==> config.mk <==
export PLATFORM = sky130hd
export DESIGN_NAME = branch_resolve_unit_flat
export DESIGN_NICKNAME = d
export VERILOG_FILES = /design/src/rtl/branch_resolve_unit_if.sv /design/src/rtl/branch_resolve_unit.sv /design/src/flat_wrapper.sv
export SDC_FILE = /design/constraint.sdc
export NUM_CORES = 1
export LEC_CHECK = 0
export CORE_ASPECT_RATIO = 1.1
export CORE_MARGIN = 4
export CORE_UTILIZATION = 45
export CTS_CLUSTER_SIZE = 12
export DETAILED_ROUTE_END_ITERATION = 8
export GPL_TIMING_DRIVEN = 1
export HOLD_SLACK_MARGIN = 0.06
export MAX_ROUTING_LAYER = met4
export PLACE_DENSITY = 0.79
export SYNTH_ARGS = -nofsm -noshare
export SYNTH_HDL_FRONTEND = slang
export SYNTH_SLANG_ARGS = --single-unit
==> constraint.sdc <==
create_clock -name clk -period 3.67 [get_ports clk]
set_input_delay 0.5505 -clock clk [delete_from_list [all_inputs] [get_ports clk]]
set_output_delay 0.5505 -clock clk [all_outputs]
set_load 0.01 [all_outputs]
==> src/rtl/branch_resolve_unit_if.sv <==
// Bundles the uop issue handshake and the registered resolve/redirect outputs of branch_resolve_unit.
interface branch_resolve_unit_if #(
  parameter int DATA_WIDTH = 32,
  parameter int ADDR_WIDTH = 32,
  parameter int IMM_WIDTH  = 21
);
  logic                  uop_valid_in;
  logic                  uop_is_branch;
  logic                  uop_ready;
  logic [2:0]            ctrl_branch;
  logic [DATA_WIDTH-1:0] src1;
  logic [DATA_WIDTH-1:0] src2;
  logic [IMM_WIDTH-1:0]  immediate;
  logic [ADDR_WIDTH-1:0] pc;
  logic                  pred_taken;
  logic [ADDR_WIDTH-1:0] pred_target;
  logic                  system_stall;
  logic                  res_valid;
  logic                  res_taken;
  logic [ADDR_WIDTH-1:0] res_target;
  logic [ADDR_WIDTH-1:0] res_link;
  logic                  res_misaligned;
  logic                  redirect_valid;
  logic [ADDR_WIDTH-1:0] redirect_pc;
  logic                  flush;
  logic [31:0]           branch_count;
  logic [31:0]           mispredict_count;

  modport master (
    output uop_valid_in, uop_is_branch, ctrl_branch, src1, src2, immediate, pc,
           pred_taken, pred_target, system_stall,
    input  uop_ready, res_valid, res_taken, res_target, res_link, res_misaligned,
           redirect_valid, redirect_pc, flush, branch_count, mispredict_count
  );

  modport slave (
    input  uop_valid_in, uop_is_branch, ctrl_branch, src1, src2, immediate, pc,
           pred_taken, pred_target, system_stall,
    output uop_ready, res_valid, res_taken, res_target, res_link, res_misaligned,
           redirect_valid, redirect_pc, flush, branch_count, mispredict_count
  );
endinterface

==> src/rtl/branch_resolve_unit.sv <==
// Resolves control-transfer uops, checks them against the fetch prediction and drives redirect/flush.
// Optional performance counters are enabled with the BRU_PERF_CNT_EN macro.
module branch_resolve_unit #(
  parameter int DATA_WIDTH   = 32,
  parameter int ADDR_WIDTH   = 32,
  parameter int IMM_WIDTH    = 21,
  parameter int INSTR_BYTES  = 4,
  parameter int FLUSH_CYCLES = 2
) (
  input logic clk,
  input logic reset,
  branch_resolve_unit_if.slave bus
);
  typedef enum logic {IDLE, FLUSH} state_t;

  localparam int CNT_W = $clog2(FLUSH_CYCLES + 1);
  localparam logic [ADDR_WIDTH-1:0] ALIGN_MASK = ADDR_WIDTH'(INSTR_BYTES - 1);

  state_t                state;
  logic [CNT_W-1:0]      cnt;
  logic [ADDR_WIDTH-1:0] imm_ext;
  logic [ADDR_WIDTH-1:0] seq;
  logic [ADDR_WIDTH-1:0] target;
  logic                  taken;
  logic                  is_link;
  logic                  misaligned;
  logic                  mispredict;
  logic                  accept;

  always_comb begin
    imm_ext    = ADDR_WIDTH'($signed(bus.immediate));
    seq        = bus.pc + ADDR_WIDTH'(INSTR_BYTES);
    target     = bus.pc + imm_ext;
    taken      = 1'b0;
    is_link    = 1'b0;
    case (bus.ctrl_branch)
      3'b000: taken = (bus.src1 == bus.src2);
      3'b001: taken = (bus.src1 != bus.src2);
      3'b010: begin
        taken   = 1'b1;
        is_link = 1'b1;
      end
      3'b011: begin
        taken   = 1'b1;
        is_link = 1'b1;
        target  = (ADDR_WIDTH'(bus.src1) + imm_ext) & ~ADDR_WIDTH'(1);
      end
      3'b100: taken = ($signed(bus.src1) <  $signed(bus.src2));
      3'b101: taken = ($signed(bus.src1) >= $signed(bus.src2));
      3'b110: taken = (bus.src1 <  bus.src2);
      default: taken = (bus.src1 >= bus.src2);
    endcase
    misaligned = taken & (|(target & ALIGN_MASK));
    // A wrong target only matters when the branch is actually taken.
    mispredict = (taken != bus.pred_taken) | (taken & (target != bus.pred_target));
    accept     = bus.uop_valid_in & bus.uop_is_branch & bus.uop_ready & ~bus.system_stall;
  end

  always_ff @(posedge clk) begin
    if (reset) begin
      state              <= IDLE;
      cnt                <= '0;
      bus.uop_ready      <= 1'b1;
      bus.res_valid      <= 1'b0;
      bus.res_taken      <= 1'b0;
      bus.res_target     <= '0;
      bus.res_link       <= '0;
      bus.res_misaligned <= 1'b0;
      bus.redirect_valid <= 1'b0;
      bus.redirect_pc    <= '0;
      bus.flush          <= 1'b0;
    end else begin
      bus.res_valid      <= 1'b0;
      bus.redirect_valid <= 1'b0;
      if (!bus.system_stall) begin
        if (accept) begin
          bus.res_valid      <= 1'b1;
          bus.res_taken      <= taken;
          bus.res_target     <= taken ? target : seq;
          bus.res_link       <= is_link ? seq : '0;
          bus.res_misaligned <= misaligned;
          // Misaligned targets trap instead of redirecting fetch.
          if (mispredict && !misaligned) begin
            bus.redirect_valid <= 1'b1;
            bus.redirect_pc    <= taken ? target : seq;
            bus.flush          <= 1'b1;
            bus.uop_ready      <= 1'b0;
            state              <= FLUSH;
            cnt                <= CNT_W'(FLUSH_CYCLES - 1);
          end
        end else if (state == FLUSH) begin
          if (cnt == '0) begin
            state         <= IDLE;
            bus.flush     <= 1'b0;
            bus.uop_ready <= 1'b1;
          end else begin
            cnt <= cnt - 1'b1;
          end
        end
      end
    end
  end

`ifdef BRU_PERF_CNT_EN
  always_ff @(posedge clk) begin
    if (reset) begin
      bus.branch_count     <= '0;
      bus.mispredict_count <= '0;
    end else if (accept) begin
      if (bus.branch_count != 32'hFFFF_FFFF)
        bus.branch_count <= bus.branch_count + 32'd1;
      if (mispredict && !misaligned && bus.mispredict_count != 32'hFFFF_FFFF)
        bus.mispredict_count <= bus.mispredict_count + 32'd1;
    end
  end
`else
  assign bus.branch_count     = '0;
  assign bus.mispredict_count = '0;
`endif
endmodule

==> src/flat_wrapper.sv <==
// flat-port wrapper written by rule: the top's interface ports become plain ports
module branch_resolve_unit_flat 
#(
  parameter int DATA_WIDTH   = 32,
  parameter int ADDR_WIDTH   = 32,
  parameter int IMM_WIDTH    = 21,
  parameter int INSTR_BYTES  = 4,
  parameter int FLUSH_CYCLES = 2
)
  (clk, reset, bus_uop_valid_in, bus_uop_is_branch, bus_ctrl_branch, bus_src1, bus_src2, bus_immediate, bus_pc, bus_pred_taken, bus_pred_target, bus_system_stall, bus_uop_ready, bus_res_valid, bus_res_taken, bus_res_target, bus_res_link, bus_res_misaligned, bus_redirect_valid, bus_redirect_pc, bus_flush, bus_branch_count, bus_mispredict_count);
  branch_resolve_unit_if #(.DATA_WIDTH(DATA_WIDTH), .ADDR_WIDTH(ADDR_WIDTH), .IMM_WIDTH(IMM_WIDTH)) bus_i ();
  input logic clk;
  input logic reset;
  input wire logic [$bits(bus_i.uop_valid_in)-1:0] bus_uop_valid_in;
  input wire logic [$bits(bus_i.uop_is_branch)-1:0] bus_uop_is_branch;
  input wire logic [$bits(bus_i.ctrl_branch)-1:0] bus_ctrl_branch;
  input wire logic [$bits(bus_i.src1)-1:0] bus_src1;
  input wire logic [$bits(bus_i.src2)-1:0] bus_src2;
  input wire logic [$bits(bus_i.immediate)-1:0] bus_immediate;
  input wire logic [$bits(bus_i.pc)-1:0] bus_pc;
  input wire logic [$bits(bus_i.pred_taken)-1:0] bus_pred_taken;
  input wire logic [$bits(bus_i.pred_target)-1:0] bus_pred_target;
  input wire logic [$bits(bus_i.system_stall)-1:0] bus_system_stall;
  output wire logic [$bits(bus_i.uop_ready)-1:0] bus_uop_ready;
  output wire logic [$bits(bus_i.res_valid)-1:0] bus_res_valid;
  output wire logic [$bits(bus_i.res_taken)-1:0] bus_res_taken;
  output wire logic [$bits(bus_i.res_target)-1:0] bus_res_target;
  output wire logic [$bits(bus_i.res_link)-1:0] bus_res_link;
  output wire logic [$bits(bus_i.res_misaligned)-1:0] bus_res_misaligned;
  output wire logic [$bits(bus_i.redirect_valid)-1:0] bus_redirect_valid;
  output wire logic [$bits(bus_i.redirect_pc)-1:0] bus_redirect_pc;
  output wire logic [$bits(bus_i.flush)-1:0] bus_flush;
  output wire logic [$bits(bus_i.branch_count)-1:0] bus_branch_count;
  output wire logic [$bits(bus_i.mispredict_count)-1:0] bus_mispredict_count;
  assign bus_i.uop_valid_in = bus_uop_valid_in;
  assign bus_i.uop_is_branch = bus_uop_is_branch;
  assign bus_i.ctrl_branch = bus_ctrl_branch;
  assign bus_i.src1 = bus_src1;
  assign bus_i.src2 = bus_src2;
  assign bus_i.immediate = bus_immediate;
  assign bus_i.pc = bus_pc;
  assign bus_i.pred_taken = bus_pred_taken;
  assign bus_i.pred_target = bus_pred_target;
  assign bus_i.system_stall = bus_system_stall;
  assign bus_uop_ready = bus_i.uop_ready;
  assign bus_res_valid = bus_i.res_valid;
  assign bus_res_taken = bus_i.res_taken;
  assign bus_res_target = bus_i.res_target;
  assign bus_res_link = bus_i.res_link;
  assign bus_res_misaligned = bus_i.res_misaligned;
  assign bus_redirect_valid = bus_i.redirect_valid;
  assign bus_redirect_pc = bus_i.redirect_pc;
  assign bus_flush = bus_i.flush;
  assign bus_branch_count = bus_i.branch_count;
  assign bus_mispredict_count = bus_i.mispredict_count;
  branch_resolve_unit #(.DATA_WIDTH(DATA_WIDTH), .ADDR_WIDTH(ADDR_WIDTH), .IMM_WIDTH(IMM_WIDTH), .INSTR_BYTES(INSTR_BYTES), .FLUSH_CYCLES(FLUSH_CYCLES)) u_core (.clk(clk), .reset(reset), .bus(bus_i));
endmodule
# Word level (Yosys, flattened, before mapping)
# Cells that the tools add are included.
dict set report word_totals {
  in_bits 158
  reg_bits 105
}
dict set report op_classes {
  n_addsub 4
  mux 22
  n_lt_le_gt_ge 4
  reduce_logical 15
  n_eq_ne 12
  bitwise_logic 8
}
# operator n
set ops {}
lappend ops {{two-way mux 32 bit} 3}
lappend ops {{adder 32 bit} 2}
lappend ops {{greater-or-equal comparator 32 bit} 2}
lappend ops {{< comparator 32 bit} 2}
lappend ops {{inequality test 32 bit} 2}
lappend ops {{adder 32 x 3 -> 32 bit, second input constant} 1}
lappend ops {{== test 32 bit} 1}
lappend ops {{two-way mux 1 bit} 14}
lappend ops {{== test 3 bit, second input constant} 3}
lappend ops {{two-way mux 2 bit} 4}
lappend ops {{AND reduction 4 bit} 2}
lappend ops {{== test 3 x 2 -> 1 bit, second input constant} 2}
lappend ops {{one-hot mux 1 bit (6 select lines)} 1}
lappend ops {{OR reduction 2 bit} 3}
lappend ops {{AND 1 bit} 5}
lappend ops {{AND reduction 2 bit} 2}
lappend ops {{nonzero test 2 bit} 2}
lappend ops {{== test 3 x 1 -> 1 bit, second input constant} 1}
lappend ops {{logical NOT 3 bit} 1}
lappend ops {{AND reduction 3 bit} 1}
lappend ops {{OR reduction 3 bit} 1}
lappend ops {{logical NOT 2 bit} 1}
lappend ops {{inequality test 2 x 1 -> 1 bit, second input constant} 1}
lappend ops {{inequality test 2 bit, second input constant} 1}
lappend ops {{6 further kinds} 7}

# Logic depth before layout (Yosys ltp)
dict set report depth {
  word_depth 8
  depth_mapped 17
  mapped_depth_nobuf 14
}

# Least setup slack after synthesis
# Ideal clock, no wire load.
dict set report synth_path {
  path_kind {input -> register}
  start {input bus_pc[0]}
  end {register u_core.bus.redirect_pc[10] (netlist bit)}
  path_stages 15
  n_path_buf 1
  setup_time_ns 0.130
  setup_slack_ns -0.271
  arrival_ns 3.811
  cell_sequence {ha_1 -> fa_1 -> a211oi_2 -> or3_1 -> a2111o_1 -> o41ai_2 -> o31ai_1 -> xnor2_1 -> mux2i_1 -> xnor2_1 -> a2111oi_0 -> nand4_2 -> nand2_2 -> buf_2 -> o31ai_1}
}
dict set report synth_between {
  elab_chain_len 7
  elab_cells_between_ends 12
  classes_between {add/sub (2); eq/ne (1); mux (2); bitwise (3); reduce/logical (4)}
}
# item line
set synth_lines {}
lappend synth_lines {{start, declared} flat_wrapper.sv:20} ;# input wire logic [$bits(bus_i.pc)-1:0] bus_pc;
lappend synth_lines {{adder 32 bit} branch_resolve_unit.sv:33} ;# target = bus.pc + imm_ext;
lappend synth_lines {{two-way mux 32 bit} branch_resolve_unit.sv:36} ;# case (bus.ctrl_branch)
lappend synth_lines {{inequality test 32 bit or OR reduction 2 bit (tied branches)} {branch_resolve_unit.sv:55, branch_resolve_unit.sv:53}}
lappend synth_lines {{AND 1 bit (on tied branches)} {branch_resolve_unit.sv:55, branch_resolve_unit.sv:53}}
lappend synth_lines {{OR 1 bit or logical NOT 1 bit (tied branches)} {branch_resolve_unit.sv:55, branch_resolve_unit.sv:83}}
lappend synth_lines {{logical AND 1 bit} branch_resolve_unit.sv:83} ;# if (mispredict && !misaligned) begin
lappend synth_lines {{AND reduction 3 bit (no line)} n/a}
lappend synth_lines {{end signal, assigned} branch_resolve_unit.sv:85} ;# bus.redirect_pc <= taken ? target : seq;
lappend synth_lines {{end, declared} branch_resolve_unit_if.sv:40} ;# redirect_valid, redirect_pc, flush, branch_count, mispredict_count
# Several ways; a longest one is shown, not always the timed one.
# A chain may end at the register's enable or synchronous reset.

# Worst setup path after layout
dict set report layout_path {
  start {input bus_immediate[0]}
  end {register u_core.bus.redirect_pc[15] (netlist bit)}
}
dict set report layout_between {
  elab_chain_len 7
  elab_cells_between_ends 12
  classes_between {add/sub (2); eq/ne (1); mux (2); bitwise (3); reduce/logical (4)}
}
# item line
set layout_lines {}
lappend layout_lines {{start, declared} flat_wrapper.sv:19} ;# input wire logic [$bits(bus_i.immediate)-1:0] bus_immediate;
lappend layout_lines {{adder 32 bit (on tied branches)} {branch_resolve_unit.sv:33, branch_resolve_unit.sv:46}}
lappend layout_lines {{two-way mux 32 bit (*)} branch_resolve_unit.sv:36}
lappend layout_lines {{inequality test 32 bit or OR reduction 2 bit (tied branches)} {branch_resolve_unit.sv:55, branch_resolve_unit.sv:53}}
lappend layout_lines {{AND 1 bit (on tied branches)} {branch_resolve_unit.sv:55, branch_resolve_unit.sv:53}}
lappend layout_lines {{OR 1 bit or logical NOT 1 bit (tied branches)} {branch_resolve_unit.sv:55, branch_resolve_unit.sv:83}}
lappend layout_lines {{logical AND 1 bit} branch_resolve_unit.sv:83}
lappend layout_lines {{AND reduction 3 bit (no line)} n/a}
# Every way passes the cells marked *; elsewhere a longest branch is shown, timed or not.

==> reports/metrics.yaml <==
outcome: "finished, violations left"
violations: "negative setup slack"
cts_sinks: 105
initial_core_util: 0.462
ys_async_sr_fraction: 0
crit_path_start_kind: "primary input"
setup_viol_count_final: 44
synth_seq_cells: 105
wl_per_cell_um: 20.4
viasPerCell: 5.81
avgSynthCellArea_um2: 7.19
multiInputGateArea_um2: 10200
antenna_found_initial: 0
core_um2: 24700
wirelength_mm: 51.8
cts.reportedPaths.clkPinSlew_ns: 0.08
setup-tns-final_ns: -15.33
cp_max_fo: 6
cts_buffers: 9
final_max_slew_viol_count: 0
final_core_util: 0.796
synthFlopType: "dfxtp_1"
drtIter0Drc: 1082
grt_setup_unrepaired: "true"
placed_area_um2: 17000
p_per_area_nw_per_um2: 267
route.met3.wl_mm: 3.86
first_pass_iters: 8
port_buffers: 259
drt-met1-wl_mm: 20.4
min-delay-path-class: "flip-flop to flip-flop"
syn_inst: 1586
finClkSkew_ns: 0.00891
post-place-cells: 2460
worstSkewPairLatency_ns: 0.34
hold_ws_ns: 0.462
dieArea_um2: 28000
synth_edf_count: 0
grt_max_degree: 88
slew_headroom: 0.180
crit_type: "primary input to flip-flop"
yosys_warnings: 0
fp.dieW_um: 160
placementRows: 60
met2_length_mm: 25.5
layout_min_cycle_time_ns: 4.14
vias: 14800
final_area_um2: 19700
route.top_layer_used: "met4"
postRouteAntennaNets: 0
drive_gt1_frac: 0.345
cp-end-kind: "flip-flop"
grt_pass1_wl_mm: 72.2
dpl.hpwl_mm: 36.7
ys_seq_area_frac: 0.184
cts_root_buffer: "clkbuf_16"
antennaDiodeCount: 0
nNetsFinal: 2484
stdcell_count: 2542
num_io_pins: 324
num-fill-cells: 1583
drv_cap: 0
die-height_um: 175
drc: 0
register_area_um2: 2100
htreeDepth: 3
vdd_drop_max_v: 0.000288
worstMarginPinSlew_ns: 1.23
syn2layout_area_growth_pct: 72.4
fmax_mhz: 242
grt_usage: 0.321
hold_viol_final: 0
finalCritPeriodShare: 1.13
grt_overflow: 0
power.static_leakage_nw: 8.72
synth_cell_types: 87
required_ns: 3.87
synth_area_um2: 11400
critPathArrivalTime_ns: 4.34
cts_tree: "built"
worst_slack_ns: -0.470
clk_path_buf_depth: 2
grt_pass1_vias: 13900
place.gp.congestion: 0.974
==> cell usage after synthesis, drive strengths merged (24+ instances only) <==
| cell type | count | share of area |
|---|---|---|
| nand3 | 48 | 0.021 |
| nor2 | 144 | 0.048 |
| xnor2 | 57 | 0.044 |
| inv | 49 | 0.016 |
| nor2b | 53 | 0.029 |
| o31ai | 29 | 0.019 |
| xor2 | 44 | 0.034 |
| nand4 | 33 | 0.019 |
| a21oi | 139 | 0.061 |
| a211oi | 24 | 0.017 |
| nor3 | 30 | 0.014 |
| dfxtp | 105 | 0.18 |
| a21o | 25 | 0.016 |
| nand2 | 172 | 0.057 |
| buf | 80 | 0.050 |
| clkbuf | 79 | 0.026 |
| ha | 95 | 0.10 |
| o21ai | 121 | 0.053 |
==> logic make-up after synthesis <==
logic type | after synthesis | synth area share
multiplexers | 26 | 0.0238
AND/OR/NAND/NOR | 583 | 0.251
adder cells (fa/ha/maj) | 97 | 0.108
buffers and inverters | 208 | 0.0918
flip-flops | 105 | 0.184
XOR/XNOR | 102 | 0.0795
AO/OA/AOI/OAI | 464 | 0.261
other | 1 | 0.000329
==> worst max-delay path, stage by stage <==
cell and delay, ns:
buf_8 0.10, buf_6 0.10, and2_4 0.13, fa_2 0.41, a211oi_4 0.27, buf_6 0.15, nor2_4 0.03, xor2_2 0.16
mux2i_1 0.24, xor2_1 0.17, nand4_1 0.13, a211oi_2 0.32, buf_4 0.17, nand4_1 0.17, nor4_4 0.37, buf_4 0.18
nand4_4 0.19, nand2_8 0.20, clkbuf_16 0.19, o31ai_4 0.07
==> cells in the final DEF, fill, tap and decap left out, drive strengths merged, types with 53 or more instances in the layout <==
cell type        n
a21oi          139
buf            479
clkdlybuf4s50  161
conb            64
dfxtp          105
ha              95
nand2          172
nor2           144
nor2b           53
o21ai          121
xnor2           57
==> worst paths after layout <==
kind	startpoint	end	slack [ns]	cells after the start
worst max-delay path	bus_immediate[0]	u_core.bus.redirect_pc[15]	-0.47	20
worst min-delay path	u_core.bus.res_target[27]	u_core.bus.res_target[27]	0.46	2
worst max register to register	u_core.bus.uop_ready	u_core.bus.res_link[4]	1.53	4
worst min register to register	u_core.bus.res_target[27]	u_core.bus.res_target[27]	0.46	2
==> power by group <==
part	switching (W)	total [W]	internal, W
combinational	0.00153	0.00306	0.00153
sequential	0.0000283	0.00121	0.00118
clock	0.000442	0.000986	0.000543
total	0.00200	0.00526	0.00325
==> final cells by class <==
| type | count | area share |
|---|---|---|
| timing repair buffer | 728 | 0.328 |
| clock buffer | 10 | 0.0122 |
| inverter | 49 | 0.00936 |
| multi-input combinational | 1336 | 0.521 |
| tap | 310 | 0.0197 |
| clock inverter | 4 | 0.00274 |
| sequential | 105 | 0.107 |
==> what timing repair did <==
item,CTS,global route
pin swaps,94,95
hold endpoints to repair,0,0
gates cloned,0,3
gates resized for setup,282,228
buffers inserted,51,17
setup endpoints to repair,72,71
hold buffers,0,0
==> per-stage QoR <==
step	worst slack (ns)	power, W
after floorplan	-0.126	0.00245
after global placement	-1.27	0.00363
after detailed placement	-1.32	0.00367
after CTS	-0.311	0.00490
after global routing	-0.631	0.00547
final	-0.470	0.00526
==> state kept, by name, indices dropped and copies added, names as in the netlist, 2 cells and up <==
name and flops:
u_core.bus.res_link 32, u_core.bus.redirect_pc 32, u_core.cnt 2, u_core.bus.res_target 32
==> per-layer routing <==
metal / vias to the layer above / global-route usage
met2: 785 / 0.556
met4: 0 / 0.0943
met1: 6961 / 0.397
met3: 148 / 0.0335
met5: - / -
li1: 6869 / -
(Power assumes the default switching activity.)
